===== src/rtl/vx_launch_ctrl.sv =====
// rtl/vx_launch_ctrl.sv - Vortex kernel-launch sequencer: DCR programming, GPU reset release, busy watch
module vx_launch_ctrl #(
  parameter int                    DCR_ADDR_W   = 12,
  parameter logic [DCR_ADDR_W-1:0] DCR_STARTUP0 = DCR_ADDR_W'(1),
  parameter logic [DCR_ADDR_W-1:0] DCR_STARTUP1 = DCR_ADDR_W'(2),
  parameter logic [DCR_ADDR_W-1:0] DCR_ARG0     = DCR_ADDR_W'(3),
  parameter logic [DCR_ADDR_W-1:0] DCR_ARG1     = DCR_ADDR_W'(4),
  parameter int                    DCR_GAP      = 1,
  parameter int                    RESET_HOLD   = 9,
  parameter int                    RISE_MAX     = 1024,
  parameter int                    RUN_MAX      = 12216
) (
  input  logic                  clk,
  input  logic                  reset,
  input  logic                  start,
  input  logic                  abort,
  input  logic [31:0]           startup_addr0,
  input  logic [31:0]           startup_addr1,
  input  logic [31:0]           kernel_arg0,
  input  logic [31:0]           kernel_arg1,
  output logic                  idle,
  output logic                  dcr_wr_valid,
  output logic [DCR_ADDR_W-1:0] dcr_wr_addr,
  output logic [31:0]           dcr_wr_data,
  output logic                  vx_reset,
  input  logic                  busy,
  output logic                  done,
  output logic [1:0]            status,
  output logic [31:0]           run_cycles
);

  typedef enum logic [2:0] {
    S_IDLE,
    S_WR,
    S_GAP,
    S_HOLD,
    S_WAIT_HI,
    S_WAIT_LO,
    S_DONE
  } state_t;

  localparam logic [1:0] ST_OK      = 2'd0;
  localparam logic [1:0] ST_NO_RISE = 2'd1;
  localparam logic [1:0] ST_RUN_TO  = 2'd2;
  localparam logic [1:0] ST_ABORT   = 2'd3;

  state_t      state;
  logic [1:0]  idx;
  logic [1:0]  nxt_idx;
  logic [31:0] cnt;
  logic [31:0] op [4];
  logic        active;

  assign nxt_idx = idx + 2'd1;
  // States in which an abort request cancels the launch
  assign active  = (state == S_WR) || (state == S_GAP) || (state == S_HOLD) ||
                   (state == S_WAIT_HI) || (state == S_WAIT_LO);

  function automatic logic [DCR_ADDR_W-1:0] addr_of(input logic [1:0] i);
    logic [DCR_ADDR_W-1:0] a;
    case (i)
      2'd0: a = DCR_STARTUP0;
      2'd1: a = DCR_STARTUP1;
      2'd2: a = DCR_ARG0;
      2'd3: a = DCR_ARG1;
    endcase
    return a;
  endfunction

  // Launch sequencer: state and all outputs advance together, one step per clock
  always_ff @(posedge clk) begin
    if (reset) begin
      state        <= S_IDLE;
      idx          <= 2'd0;
      cnt          <= '0;
      for (int i = 0; i < 4; i++) op[i] <= '0;
      idle         <= 1'b1;
      dcr_wr_valid <= 1'b0;
      dcr_wr_addr  <= '0;
      dcr_wr_data  <= '0;
      vx_reset     <= 1'b1;
      done         <= 1'b0;
      status       <= ST_OK;
      run_cycles   <= '0;
    end else begin
      // strobe-type outputs default low; address/data are zeroed whenever no write is issued
      dcr_wr_valid <= 1'b0;
      dcr_wr_addr  <= '0;
      dcr_wr_data  <= '0;
      done         <= 1'b0;
      if (abort && active) begin
        state    <= S_DONE;
        status   <= ST_ABORT;
        done     <= 1'b1;
        vx_reset <= 1'b1;
      end else begin
        case (state)
          S_IDLE: begin
            if (start && !abort) begin
              op[0]        <= startup_addr0;
              op[1]        <= startup_addr1;
              op[2]        <= kernel_arg0;
              op[3]        <= kernel_arg1;
              run_cycles   <= '0;
              status       <= ST_OK;
              idx          <= 2'd0;
              idle         <= 1'b0;
              state        <= S_WR;
              dcr_wr_valid <= 1'b1;
              dcr_wr_addr  <= DCR_STARTUP0;
              dcr_wr_data  <= startup_addr0;
            end
          end
          S_WR: begin
            cnt <= '0;
            if (idx == 2'd3) begin
              state <= S_HOLD;
            end else if (DCR_GAP == 0) begin
              idx          <= nxt_idx;
              dcr_wr_valid <= 1'b1;
              dcr_wr_addr  <= addr_of(nxt_idx);
              dcr_wr_data  <= op[nxt_idx];
            end else begin
              state <= S_GAP;
            end
          end
          S_GAP: begin
            if (cnt == 32'(DCR_GAP - 1)) begin
              state        <= S_WR;
              idx          <= nxt_idx;
              dcr_wr_valid <= 1'b1;
              dcr_wr_addr  <= addr_of(nxt_idx);
              dcr_wr_data  <= op[nxt_idx];
            end else begin
              cnt <= cnt + 32'd1;
            end
          end
          S_HOLD: begin
            if (cnt == 32'(RESET_HOLD - 1)) begin
              state    <= S_WAIT_HI;
              vx_reset <= 1'b0;
              cnt      <= '0;
            end else begin
              cnt <= cnt + 32'd1;
            end
          end
          S_WAIT_HI: begin
            // the cycle in which busy is first seen already counts as a busy cycle
            if (busy) begin
              run_cycles <= 32'd1;
              if (RUN_MAX <= 1) begin
                state    <= S_DONE;
                status   <= ST_RUN_TO;
                done     <= 1'b1;
                vx_reset <= 1'b1;
              end else begin
                state <= S_WAIT_LO;
              end
            end else if (cnt == 32'(RISE_MAX)) begin
              state    <= S_DONE;
              status   <= ST_NO_RISE;
              done     <= 1'b1;
              vx_reset <= 1'b1;
            end else begin
              cnt <= cnt + 32'd1;
            end
          end
          S_WAIT_LO: begin
            if (!busy) begin
              state    <= S_DONE;
              status   <= ST_OK;
              done     <= 1'b1;
              vx_reset <= 1'b1;
            end else begin
              run_cycles <= run_cycles + 32'd1;
              if (run_cycles + 32'd1 == 32'(RUN_MAX)) begin
                state    <= S_DONE;
                status   <= ST_RUN_TO;
                done     <= 1'b1;
                vx_reset <= 1'b1;
              end
            end
          end
          S_DONE: begin
            state <= S_IDLE;
            idle  <= 1'b1;
          end
          default: begin
            state <= S_IDLE;
            idle  <= 1'b1;
          end
        endcase
      end
    end
  end

endmodule

===== config.mk =====
export PLATFORM = sky130hd
export DESIGN_NAME = vx_launch_ctrl
export DESIGN_NICKNAME = d
export VERILOG_FILES = /design/src/rtl/vx_launch_ctrl.sv
export SDC_FILE = /design/constraint.sdc
export NUM_CORES = 1
export LEC_CHECK = 0
export CELL_PAD_IN_SITES_DETAIL_PLACEMENT = 0
export CELL_PAD_IN_SITES_GLOBAL_PLACEMENT = 1
export CORE_ASPECT_RATIO = 2
export CORE_MARGIN = 1
export CORE_UTILIZATION = 42
export CTS_BUF_LIST = sky130_fd_sc_hd__clkbuf_8
export DETAILED_ROUTE_END_ITERATION = 8
export PLACE_DENSITY = 0.85
export SKIP_LAST_GASP = 1
export SLEW_MARGIN = 20
export SYNTH_ARGS = -nofsm -noshare
export SYNTH_HDL_FRONTEND = slang
export SYNTH_SLANG_ARGS = --single-unit

===== constraint.sdc =====
create_clock -name clk -period 4.9 [get_ports clk]
set_clock_uncertainty 0.05 [all_clocks]
set_input_delay 0.49 -clock clk [delete_from_list [all_inputs] [get_ports clk]]
set_output_delay 0.49 -clock clk [all_outputs]
set_load 0.01 [all_outputs]

==> run metrics <==
nets@finish=1305; fin crit share=68.0%; Setup CP Type=flop to flop; reg2reg path depth=8; highest clock rate=0.300 GHz; Resized cells post-CTS=0; start point of the worst hold path=idle$_SDFFE_PP1P_; # DRC=0; EDFF count, synth=roughly 130; Worst-Margin Slew=0.964 ns; post-cts hold buffer count=0; # rows=83; layout filler cell count=2317; antenna violations before repair=2; maximum vdd drop=between 0.2 and 0.3 mV; number of buffers created by CTS=35; drt first pass iters=7; Worst R2R End=done$_SDFF_PP0_; H-Tree Depth=2; asr flop ratio synth=0%; Die W=116 um; number of I/O pins=215; dpl hpwl=18600 um; CTS clk-pin slew, worst paths=0.07 ns; Placed Cells=1469; critical path arrival=3.74 ns; WP data required=5.31 ns; setup bufs post-CTS=0; hold depth=2; switch share=between 20% and 30%; post-detailed-route count of antenna-violating nets=0; Worst setup EP type=flop; grt ovf=0; synth-to-layout area growth=27.4%; Die ar.=26600 um^2; DRT Wirelength=26900 um; Bufs on Longest Clock Path=3; sequential share of power=between 40% and 50%; Synth cell types=64; DR vias/cell=5.33; vias in the first global route=8234; CTS tree=yes; Slew headroom=between 30% and 40%; GRT Total Usage=20.7%; first-pass GRT wire length=42500 um; Clock power frac=28.6%; fin util=between 50 and 60%; Worst Hold Path EP=idle$_SDFFE_PP1P_; CP Max Fanout=13; routability cong.=0.896; Ys Warns=0; Final Instance Count excl. Fillers=1535; internal power=3.66 mW; latest clock arrival within the worst-skew pair=between 0.5 and 0.6 ns; PwrDens=between 300 and 400 nW/um^2; largest net degree at the start of global routing=about 130; Buffers on Ports=around 200; Starting DRT DRC Count=approximately 500; clock root cell=clkbuf_8; Logic pwr share=between 20% and 30%; cells after synthesis=973; ys flop type=edfxtp_1; Num Clock Sinks=238; net load switching power=1.46 mW; layout cells sized above 1=11.3%; Avg Cell Area, Syn=roughly 11 um^2; Worst R2R Setup Slack=1.57 ns; Seq cells post-synth=between 200 and 250; Die H=roughly 230 um; Finish-stage setup viols=0; Vias=8180; RR Startpoint=run_cycles[8]$_SDFFE_PP0P_; Final Hold Viols=0; Initial Util=42.6%; Core ar.=25500 um^2; synthesized area=~11000 um^2; Startpoint Class=flop; Worst Hold Class=flop to flop; max_cap viols=0; setup_tns=0 ns; final worst path period need=3.33 ns; run status=completed; sequential fraction of the synthesis area=55.6%; Leak=5.02 nW; wire per inst=roughly 18 um; Pins Over Slew Limit=0; RSZ-0062 raised after global routing=no
-- placed cells by master (no fill, tap or decap), types with 3 or more instances in the layout --
cell type,count
and2_1,131
nand2b_1,6
nand3b_1,9
nor2_1,82
a211oi_1,8
conb_1,9
or4_1,4
a311oi_1,3
nor3_1,15
nand2_1,61
nand4_1,25
o21ai_0,30
clkdlybuf4s50_1,205
clkinv_1,5
mux2i_1,5
ha_1,6
dfxtp_1,109
and3_1,6
a21oi_1,47
inv_1,32
and4_1,5
xor2_1,26
xnor2_1,11
edfxtp_1,128
nand3_1,26
o21a_1,3
nor3_2,3
a31oi_1,8
or3_1,12
mux4_2,32
a31o_2,32
clkbuf_8,37
buf_4,12
nor4_1,11
-- worst max-delay path by stage --
| stage | from | to | depth (start not counted) |
|---|---|---|---|
| after floorplan | state[0]$_SDFFE_PP0P_ | op[0][0]$_SDFFCE_PN0P_ | 6 |
| after global placement | start | run_cycles[26]$_SDFFE_PP0P_ | 10 |
| after detailed placement | busy | cnt[16]$_SDFFE_PP0P_ | 7 |
| after CTS | cnt[0]$_SDFFE_PP0P_ | cnt[8]$_SDFFE_PP0P_ | 10 |
| after global routing | run_cycles[16]$_SDFFE_PP0P_ | done$_SDFF_PP0_ | 8 |
| final | run_cycles[8]$_SDFFE_PP0P_ | done$_SDFF_PP0_ | 8 |
-- registers in the layout, summed over array words and instances (netlist names) --
register and cells:
status 2, op 128, idx 2, dcr_wr_valid 1, dcr_wr_addr 3, run_cycles 32
done 1, state 3, vx_reset 1, idle 1, dcr_wr_data 32, cnt 32
-- critical path, cell delays in order (launching register included) --
cell and delay, ns:
dfxtp_1 0.58, nand4_1 0.27, nor4_4 0.53, nand4_1 0.29, xnor2_1 0.19, or4_4 0.56, nor4_4 0.38, nand2b_1 0.21
a41o_1 0.19
-- routing by layer --
| metal | track usage (%) | vias up | part of all wire [%] |
|---|---|---|---|
| li1 | - | 3913 | - |
| met1 | 21.7 | 3905 | 35 |
| met2 | 37.7 | 279 | 54 |
| met3 | 4.39 | 83 | 5.9 |
| met4 | 10.7 | 0 | 4.5 |
| met5 | 0 | - | 0 |
-- cell usage after synthesis (3+ instances only) --
cell	n	share of area (%)
and2_1	131	7.5
edfxtp_1	128	35
dfxtp_1	110	20
nor2_1	83	2.9
nand2_1	63	2.2
clkbuf_1	57	2.0
a21oi_1	47	2.2
a31o_2	32	2.6
mux4_2	32	6.6
o21ai_0	30	1.4
nand3_1	26	1.2
xor2_1	26	2.1
nand4_1	25	1.4
inv_1	16	0.55
nor3_1	16	0.74
or3_1	12	0.69
nor4_1	11	0.63
xnor2_1	11	0.89
buf_4	9	0.62
nand3b_1	9	0.62
a211oi_1	8	0.55
a31oi_1	8	0.46
and3_1	6	0.35
ha_1	6	0.69
nand2b_1	6	0.35
and4_1	5	0.40
mux2i_1	5	0.46
or4_1	4	0.28
a311oi_1	3	0.24
nor3_2	3	0.28
o21a_1	3	0.21
-- through the flow --
step                worst slack, ns  power [mW]  hold WS, ns  instance area (um^2)
global placement               1.62        3.68        0.421                 13200
global route                   1.37        5.36        0.467                 13900
CTS                            1.57        5.18        0.444                 13800
floorplan                     0.500        3.27        0.415                 10900
finish                         1.57        5.12        0.434                 13900
detailed placement             1.58        3.70        0.421                 13200
-- power by group through the flow --
stage	Clock (mW)	Combinational [mW]	Sequential, mW
final	1.47	1.10	2.55
after global routing	1.59	1.20	2.58
after CTS	1.51	1.11	2.55
after detailed placement	0	1.11	2.59
after global placement	0	1.10	2.58
after floorplan	0	0.682	2.58
-- cell type report --
class | instances | area [um^2] | area share, %
flip-flops and latches | 238 | 6050 | 43.7
clock inverters | 27 | 121 | 0.876
repair buffers | 218 | 2160 | 15.6
clock buffers | 37 | 509 | 3.68
well taps | 340 | 425 | 3.07
inverters | 16 | 60.1 | 0.434
multi-input cells | 657 | 4520 | 32.6
diodes | 2 | 5.00 | 0.0361
-- cells by family after synthesis --
kind of cell             synth area share (%)
buffers and inverters                    3.37
adder cells (fa/ha/maj)                 0.690
flip-flops                               55.6
other                                  0.0345
AO/OA/AOI/OAI                            9.27
AND/OR/NAND/NOR                          21.0
XOR/XNOR                                 2.98
multiplexers                             7.09
Power figures use the tool's default switching activity.
